## src/rtl/fios_pkg.sv

```systemverilog
// Shared FIOS definitions: default operand geometry plus the state encodings
// used by the control FSM and by the result collector.
package fios_pkg;

    localparam int FIOS_S_DEFAULT = 16;
    localparam int FIOS_W_DEFAULT = 17;

    typedef enum logic [1:0] {
        CTRL_IDLE = 2'd0,
        CTRL_INIT = 2'd1,
        CTRL_LOOP = 2'd2,
        CTRL_DONE = 2'd3
    } fios_ctrl_state_e;

    typedef enum logic {
        ST_IDLE    = 1'b0,
        ST_COLLECT = 1'b1
    } fios_collect_state_e;

endpackage

```

## src/rtl/fios_result_out_reg.sv

```systemverilog
// Output holding register with a valid/ready handshake. A new frame is accepted
// when the register is empty or is being drained in the same cycle.
module fios_result_out_reg #(
    parameter int DW = 272
) (
    input  logic          clock_i,
    input  logic          reset_n_i,
    input  logic          load_i,
    input  logic [DW-1:0] data_i,
    input  logic          ready_i,
    output logic          valid_o,
    output logic [DW-1:0] data_o,
    output logic          drop_o
);

    logic          r_valid;
    logic [DW-1:0] r_data;
    logic          w_accept;

    assign w_accept = load_i && (!r_valid || ready_i);
    assign drop_o   = load_i && r_valid && !ready_i;

    always_ff @(posedge clock_i or negedge reset_n_i) begin
        if (!reset_n_i) begin
            r_valid <= 1'b0;
            r_data  <= '0;
        end else if (w_accept) begin
            r_valid <= 1'b1;
            r_data  <= data_i;
        end else if (r_valid && ready_i) begin
            r_valid <= 1'b0;
        end
    end

    assign valid_o = r_valid;
    assign data_o  = r_data;

endmodule

```

## src/rtl/fios_result_collector.sv

```systemverilog
// Gathers the LSW-first result words streamed out of the last PE into one
// s*W-bit result, double-buffered against the downstream consumer.
module fios_result_collector
    import fios_pkg::*;
#(
    parameter int s = FIOS_S_DEFAULT,
    parameter int W = FIOS_W_DEFAULT
) (
    input  logic           clock_i,
    input  logic           reset_n_i,
    input  logic           RES_push_i,
    input  logic [W-1:0]   RES_word_i,
    input  logic           done_i,
    input  logic           result_ready_i,
    output logic           result_valid_o,
    output logic [s*W-1:0] result_o,
    output logic           busy_o,
    output logic           overflow_o,
    output logic           frame_err_o
);

    localparam int             CW   = $clog2(s + 1);
    localparam logic [CW-1:0]  LAST = CW'(s - 1);

    fios_collect_state_e r_state;
    logic [CW-1:0]       r_cnt;
    logic [s*W-1:0]      r_buf;
    logic                r_overflow;
    logic                r_frame_err;

    logic [CW-1:0]       w_idx;
    logic [s*W-1:0]      w_frame;
    logic                w_complete;
    logic                w_frame_err;
    logic                w_drop;

    // A push seen in IDLE always starts a new frame at word 0.
    assign w_idx       = (r_state == ST_IDLE) ? '0 : r_cnt;
    assign w_complete  = RES_push_i && (w_idx == LAST);
    assign w_frame_err = done_i && !w_complete;

    // The completing word is merged combinationally so the whole frame can be
    // handed to the output register in the same cycle it arrives.
    always_comb begin
        w_frame = r_buf;
        w_frame[int'(w_idx) * W +: W] = RES_word_i;
    end

    always_ff @(posedge clock_i or negedge reset_n_i) begin
        if (!reset_n_i) begin
            r_state     <= ST_IDLE;
            r_cnt       <= '0;
            r_buf       <= '0;
            r_overflow  <= 1'b0;
            r_frame_err <= 1'b0;
        end else begin
            if (w_frame_err) begin
                r_frame_err <= 1'b1;
                r_state     <= ST_IDLE;
                r_cnt       <= '0;
            end else if (RES_push_i) begin
                r_buf <= w_frame;
                if (w_complete) begin
                    r_state <= ST_IDLE;
                    r_cnt   <= '0;
                end else begin
                    r_state <= ST_COLLECT;
                    r_cnt   <= w_idx + CW'(1);
                end
            end
            if (w_drop) begin
                r_overflow <= 1'b1;
            end
        end
    end

    fios_result_out_reg #(
        .DW (s * W)
    ) u_out_reg (
        .clock_i   (clock_i),
        .reset_n_i (reset_n_i),
        .load_i    (w_complete),
        .data_i    (w_frame),
        .ready_i   (result_ready_i),
        .valid_o   (result_valid_o),
        .data_o    (result_o),
        .drop_o    (w_drop)
    );

    assign busy_o      = (r_state == ST_COLLECT);
    assign overflow_o  = r_overflow;
    assign frame_err_o = r_frame_err;

endmodule

```

## config.mk

```make
export PLATFORM = sky130hd
export DESIGN_NAME = fios_result_collector
export DESIGN_NICKNAME = d
export VERILOG_FILES = /design/src/rtl/fios_pkg.sv /design/src/rtl/fios_result_out_reg.sv /design/src/rtl/fios_result_collector.sv
export SDC_FILE = /design/constraint.sdc
export NUM_CORES = 1
export LEC_CHECK = 0
export BUFFER_PORTS_ARGS = -buffer_cell sky130_fd_sc_hd__buf_4
export CORE_ASPECT_RATIO = 0.8
export CORE_MARGIN = 2
export CORE_UTILIZATION = 35
export CTS_BUF_LIST = sky130_fd_sc_hd__clkbuf_4 sky130_fd_sc_hd__clkbuf_8 sky130_fd_sc_hd__clkbuf_16
export CTS_CLUSTER_SIZE = 8
export DETAILED_ROUTE_END_ITERATION = 8
export MAX_ROUTING_LAYER = met4
export REMOVE_ABC_BUFFERS = 1
export SYNTH_ARGS = -nofsm -noshare
export SYNTH_HDL_FRONTEND = slang
export SYNTH_HIERARCHICAL = 1
export SYNTH_SLANG_ARGS = --single-unit
```

## constraint.sdc

```tcl
create_clock -name clock_i -period 7.4 [get_ports clock_i]
set_input_delay 1.11 -clock clock_i [delete_from_list [all_inputs] [get_ports clock_i]]
set_output_delay 1.11 -clock clock_i [all_outputs]
set_load 0.03 [all_outputs]
```

==> flow_summary.json, run 1 <==
{
  "outcome": "finished clean",
  "ys.flop_type": "dfrtp_1",
  "worstRegToRegCells": 10,
  "max_slew_margin_pct": 20.6,
  "final_cell_mix": "717 x mux2_2, 553 x dfrtp_1, 315 x buf_4",
  "final_common_cell": "mux2_2",
  "path_clk_slew_ns": 0.06,
  "dp_slack_ns": 2.97,
  "ff2ff_setup_slack_ns": 2.81,
  "r2r_end": "u_out_reg/data_o[230]$_DFFE_PN0P_",
  "clkSinkCount": 553,
  "yosys.area_share.simple_pct": 3.56,
  "setup-tns-final_ns": 0,
  "ys_seq_elements": 553,
  "r2r-start": "busy_o$_DFFE_PN0P_",
  "timing.fmax_ghz": 0.218,
  "hold_viol_final": 0,
  "muxShareOfSynthArea_pct": 37.7,
  "rsz0062_at_grt": "no",
  "synth_edf_count": 0,
  "post-cts-setup-buffers": 0,
  "cap_viol_max_count": 0,
  "syn_area_per_cell_um2": 15.3,
  "final.period_utilization_pct": 62.1,
  "cp.arrival_ns": 5.07,
  "die_w_um": 306,
  "syn_to_final_growth_pct": 19.5,
  "drcViolationCount": 0,
  "cp-endpoint": "u_out_reg/data_o[230]$_DFFE_PN0P_",
  "cp_max_fo": 120,
  "synth-compound-area-share_pct": 0.718,
  "io-pin-count": 298,
  "power_density_nw_per_um2": 214,
  "antenna_found_initial": 8,
  "startpoint": "busy_o$_DFFE_PN0P_",
  "synthAdderAreaFrac_pct": 0.197,
  "synth_seq_area_share_pct": 54.4,
  "synth_async_sr_flop_share_pct": 100,
  "globalRouteMet3Util_pct": 3.79,
  "vias_per_cell": 5.00,
  "setup_viol": 0,
  "met1_usage_pct": 25.3,
  "port_buffers": 297,
  "first_global_vias": 15500,
  "core_um2": 72000,
  "clk_latency_ns": 0.60,
  "grt_max_degree": 121,
  "grtUsageMet2_pct": 26.8,
  "layout.nets": 1945,
  "cts_root_buffer": "clkbuf_16",
  "cts_buffers": 79,
  "hpwl_um": 40900,
  "place_congestion": 0.794,
  "synth_top_family_by_area": "multiplexers",
  "die_height_um": 245,
  "overflow": 0,
  "drtPass1Iterations": 4,
  "start_kind": "flop",
  "synth_cells": 1667,
  "drive_above_1_share_pct": 65.7,
  "initial_core_util_pct": 35.4,
  "ctsResizeCount": 0,
  "worst_pin_slew_ns": 1.19,
  "yosysWarnings": 6,
  "htreeDepth": 3,
  "grt_pass1_wl_um": 99300,
  "clk_path_buf_depth": 3,
  "dp_cells": 2783,
  "total_leakage_power_nw": 15.9,
  "cp-end-kind": "flop",
  "fin_cells": 2873,
  "postCtsHoldBufs": 0,
  "dieArea_um2": 74900,
  "num_vias": 14400,
  "grtUsageTotal_pct": 18.1,
  "crit_type": "flop to flop",
  "drtIter0Drc": 751,
  "ir_drop_uv": 150,
  "required_ns": 7.88,
  "slew_viol_final": 0,
  "hp-class": "flop to flop",
  "fin_skew_ns": 0.0191,
  "placementRows": 88,
  "wl_um": 65900,
  "ys_types": 50,
  "wl_per_cell_um": 22.9,
  "synth_area_um2": 25500,
  "power.total_w": 0.00650,
  "synth_xor_area_share_pct": 0.0688,
  "fin_crit_ns": 4.59,
  "setup_ws_ns": 2.81,
  "cts_tree": "yes",
  "ant_nets": 0,
  "top_usage_layer": "met2"
}
[Yosys cell counts, types with 3 or more instances]
master | number | share of area [%]
and2_1 | 53 | 1.3
nor3_2 | 6 | 0.24
nor2_2 | 7 | 0.17
a21oi_1 | 3 | 0.059
buf_6 | 15 | 0.66
clkbuf_1 | 75 | 1.1
mux2_2 | 717 | 32
nor2_1 | 7 | 0.10
dfrtp_1 | 553 | 54
nand3_1 | 3 | 0.059
mux2_4 | 100 | 5.9
nand2_1 | 6 | 0.088
nand3_4 | 8 | 0.55
nand4_2 | 4 | 0.20
o211ai_1 | 4 | 0.12
inv_1 | 6 | 0.088
o21ai_0 | 3 | 0.059
buf_4 | 32 | 0.94
nand4_4 | 3 | 0.25
ha_1 | 4 | 0.20
buf_2 | 22 | 0.43
[final cells by class]
| class | instances | area [µm²] |
|---|---|---|
| flip-flops and latches | 553 | 13800 |
| multi-input cells | 960 | 10800 |
| inverters | 6 | 22.5 |
| clock inverters | 4 | 42.5 |
| fillers | 6579 | 41600 |
| diodes | 2 | 5.00 |
| well taps | 945 | 1180 |
| repair buffers | 319 | 2440 |
| clock buffers | 84 | 2080 |
[metrics by stage]
step / area (µm²) / util (%) / hold slack [ns]
floorplan: 24600 / - / 0.459
global placement: 28300 / 39.3 / 0.460
detailed placement: 28300 / 39.3 / 0.456
CTS: 30400 / 42.3 / 0.473
global route: 30400 / 42.3 / 0.505
finish: 30400 / 42.3 / 0.474
[cell families (layout without fill, tap and decap cells)]
family / after synthesis / count (layout)
AO/OA/AOI/OAI: 19 / 19
XOR/XNOR: 2 / 2
other: 0 / 2
flip-flops: 553 / 553
buffers and inverters: 154 / 413
adder cells (fa/ha/maj): 4 / 4
multiplexers: 819 / 819
AND/OR/NAND/NOR: 116 / 116
[routing by layer]
layer  vias to the layer above  share of wire [%]  wire (µm)
li1                       6395                  -          -
met2                       309                 45      29700
met5                         -                  0          0
met3                        88                4.6       3000
met4                         0                1.8       1190
met1                      7578                 49      32000
[worst max-delay path: stages (launching register included)]
cell      delay [ns]
dfrtp_1         0.69
nand2_1         0.25
inv_1           0.18
ha_1            0.46
nand4b_1        0.22
or2_2           0.38
inv_1           0.19
nand2_4         0.51
buf_12          0.43
buf_4           0.51
mux2_4          0.36
[power by group]
group	switching (W)	internal, W	leakage, nW
Clock	0.00128	0.00196	1.05
Combinational	0.000139	0.0000556	7.21
Sequential	0.0000131	0.00305	7.68
Total	0.00143	0.00507	15.9
[flip-flops by register name, summed over array words and instances (netlist names)]
name,cells
busy_o,1
frame_err_o,1
overflow_o,1
r_buf,272
r_cnt,5
u_out_reg/data_o,272
u_out_reg/valid_o,1
[worst min path at each step]
| stage | cells after the start | slack [ns] | from | end |
|---|---|---|---|---|
| final | 1 | 0.47 | frame_err_o$_DFFE_PN0P_ | frame_err_o$_DFFE_PN0P_ |
| after global routing | 1 | 0.51 | r_buf[263]$_DFFE_PN0P_ | r_buf[263]$_DFFE_PN0P_ |
| after CTS | 1 | 0.47 | frame_err_o$_DFFE_PN0P_ | frame_err_o$_DFFE_PN0P_ |
| after detailed placement | 1 | 0.46 | frame_err_o$_DFFE_PN0P_ | frame_err_o$_DFFE_PN0P_ |
| after global placement | 1 | 0.46 | overflow_o$_DFFE_PN0P_ | overflow_o$_DFFE_PN0P_ |
| after floorplan | 1 | 0.46 | r_buf[215]$_DFFE_PN0P_ | r_buf[215]$_DFFE_PN0P_ |
(Power assumes the default switching activity.)
==> run 2: changes to the inputs <==
- ABC_AREA: not set -> 1
- clock period: 7.4 -> 4.6 ns (I/O delays scaled with it)
==> run 2 against run 1 <==
The flow now finishes with violations (max-slew violations). Count of clock-buffer cells in the layout did not move. Routed wire length rose by 35%. Fmax rose by 25%. Sequential cell count did not move. Sequential power rose by 66%. Combinational power rose to 4.1 times the previous value. Final area rose by 7.8%. Largest cell class unchanged. Clock skew barely moved. Cell count rose by 70%. Worst setup slack got worse by 1.9 ns. Register-to-register slack got worse by 1.9 ns.
==> flow_summary.json, run 2 <==
{
  "p_switching_w": 0.00276,
  "fin_cells": 4892,
  "final.period_utilization_pct": 79.9,
  "overflow": 0,
  "swShare_pct": 24.8,
  "initial_core_util_pct": 35.5,
  "cts_root_buffer": "clkbuf_16",
  "rsz0062_at_grt": "no",
  "p_clk_share_pct": 47.1,
  "clk_latency_ns": 0.63,
  "ys.flop_type": "dfrtp_1",
  "syn_to_final_growth_pct": 17.2,
  "drive_above_1_share_pct": 12.3,
  "wl_per_cell_um": 18.2,
  "placed_cell_area_um2": 30700,
  "cp_cell_sequence": "nand2_1 -> inv_1 -> ha_1 -> inv_1 -> nor3_1 -> nand3_1 -> nand2_4 -> buf_12 -> nand3_1 -> nand2_1",
  "wl_um": 88800,
  "placementRows": 92,
  "wl_met2_um": 39000,
  "cp-end-kind": "flop",
  "first_global_vias": 23200,
  "antenna_found_initial": 6,
  "final_cell_mix": "1406 x nand2_1, 788 x nand3_1, 553 x dfrtp_1",
  "ctsResizeCount": 0,
  "ys_types": 30,
  "path_buf_inv": 3,
  "crit_family": "simple AND/OR/NAND/NOR gates",
  "ant_nets": 0,
  "synthTopCellsByArea": "dfrtp_1 49%, nand2_1 19%, nand3_1 14%, and2_1 6.1%, inv_1 4.1%",
  "fillers": 7931,
  "timing.fmax_ghz": 0.272,
  "dieArea_um2": 82300,
  "die_w_um": 320,
  "synth_async_sr_flop_share_pct": 100,
  "hp-class": "primary input to asynchronous set/reset pin",
  "clk_path_buf_depth": 3,
  "setup_ws_ns": 0.926,
  "yosys-top-cells-count": "1408 x nand2_1, 788 x nand3_1, 553 x dfrtp_1",
  "drtIter0Drc": 1965,
  "crit_path_top_delay_cell": "dfrtp_1",
  "yosys.area.top_type_share_pct": 49.4,
  "hpwl_um": 54200,
  "drt-met1-wl_um": 42100,
  "io-pin-count": 298,
  "grt_max_degree": 229,
  "grtUsageTotal_pct": 22.2,
  "cp.arrival_ns": 4.22,
  "final_common_cell": "nand2_1",
  "violations": "max-slew violations",
  "postCtsHoldBufs": 0,
  "fin_crit_ns": 3.67,
  "synth_most_common_cell": "nand2_1",
  "cp_max_fo": 228,
  "power_density_nw_per_um2": 340,
  "htreeDepth": 3,
  "clkSinkCount": 553,
  "setup-tns-final_ns": 0,
  "total_leakage_power_nw": 18.5,
  "top_layer": "met4",
  "slew_viol_final": 16,
  "vias_per_cell": 4.94,
  "hold_viol_final": 0,
  "syn_area_per_cell_um2": 7.66,
  "die_height_um": 257,
  "cap_viol_max_count": 0,
  "final_area_um2": 32800,
  "ir_drop_uv": 267,
  "core_um2": 79000,
  "start_kind": "flop",
  "ys_seq_elements": 553,
  "cts_tree": "yes",
  "p_int_w": 0.00840,
  "combPwrFrac_pct": 7.2,
  "max_slew_margin_pct": -0.441,
  "synth_edf_count": 0,
  "path_clk_slew_ns": 0.05,
  "pwr-share-seq_pct": 45.6,
  "outcome": "finished, violations left",
  "yosysWarnings": 6,
  "dp_slack_ns": 1.14,
  "num_vias": 24200,
  "required_ns": 5.14,
  "crit_type": "flop to flop",
  "wl_met3_um": 5920,
  "port_buffers": 297,
  "cp_slowest_stage_delay_ns": 0.61,
  "yosys.area.top_type": "dfrtp_1",
  "layout.nets": 3875,
  "fin_skew_ns": 0.0193,
  "setup_viol": 0,
  "synth_area_um2": 28000,
  "worst_pin_slew_ns": 1.51,
  "drtPass1Iterations": 6,
  "dp_cells": 4802,
  "synth_cells": 3657,
  "synth_seq_area_share_pct": 49.4,
  "drcViolationCount": 0,
  "grt_pass1_wl_um": 139000,
  "cts_buffers": 79,
  "holdWs_ns": 0.0666,
  "place_congestion": 0.817,
  "post-cts-setup-buffers": 0
}
==> run 2: cell count changes after synthesis, moves of 93 or more <==
cell     delta
and2_1    +219
mux2_2    -717
inv_1     +303
buf_2      +93
nand2_1  +1402
nand3_1   +785
mux2_4    -100
==> run 2: cell type report <==
cell class,count,area [µm²],share of cell area (%)
sequential,553,13800,42.2
multi-input combinational,2569,11700,35.7
tap,1034,1290,3.94
timing repair buffer,333,2670,8.14
inverter,313,1190,3.63
clock inverter,4,41.3,0.126
clock buffer,84,2070,6.30
antenna,2,5.00,0.0153
==> run 2: layer usage <==
metal	GRT usage, %	vias up
met4	5.07	0
met2	32.5	713
met5	-	-
li1	-	11800
met1	31.3	11500
met3	4.82	129
==> run 2: worst paths after layout <==
kind / end / cells past startpoint / from / slack (ns)
max: r_buf[97]$_DFFE_PN0P_ / 10 / busy_o$_DFFE_PN0P_ / 0.93
min: u_out_reg/data_o[244]$_DFFE_PN0P_ / 1 / reset_n_i / 0.07
max reg2reg: r_buf[97]$_DFFE_PN0P_ / 10 / busy_o$_DFFE_PN0P_ / 0.93
min reg2reg: overflow_o$_DFFE_PN0P_ / 1 / overflow_o$_DFFE_PN0P_ / 0.46
max in group asynchronous: u_out_reg/data_o[200]$_DFFE_PN0P_ / 2 / reset_n_i / 3.45
min in group clock_i: frame_err_o$_DFFE_PN0P_ / 2 / done_i / 0.29
==> run 2: worst reg2reg max path, delay by kind of cell, from the launching register on <==
kind / cells / cell delay [ns]
buffers and inverters: 3 / 0.82
AND/OR/NAND/NOR: 6 / 1.94
flip-flops: 1 / 0.61
adder cells (fa/ha/maj): 1 / 0.21
==> run 2: cell families after synthesis <==
| kind of cell | after synthesis | synth area share, % |
|---|---|---|
| flops | 553 | 49.4 |
| xor+xnor | 1 | 0.0313 |
| compound gates | 27 | 0.536 |
| buf+inv | 535 | 8.92 |
| simple gates | 2537 | 40.9 |
| fa+ha+maj | 4 | 0.179 |
==> run 2: metrics by stage <==
stage | total power, W | util, %
floorplan | 0.00563 | -
global placement | 0.00597 | 38.9
detailed placement | 0.00598 | 38.9
CTS | 0.0113 | 41.5
global route | 0.0116 | 41.6
finish | 0.0112 | 41.6
==> run 2: power groups by stage <==
stage	combinational, W	clock [W]	sequential [W]
after detailed placement	0.000816	0	0.00517
after global placement	0.000807	0	0.00516
final	0.000807	0.00526	0.00509
after CTS	0.000819	0.00538	0.00509
after floorplan	0.000467	0	0.00516
after global routing	0.000920	0.00558	0.00511
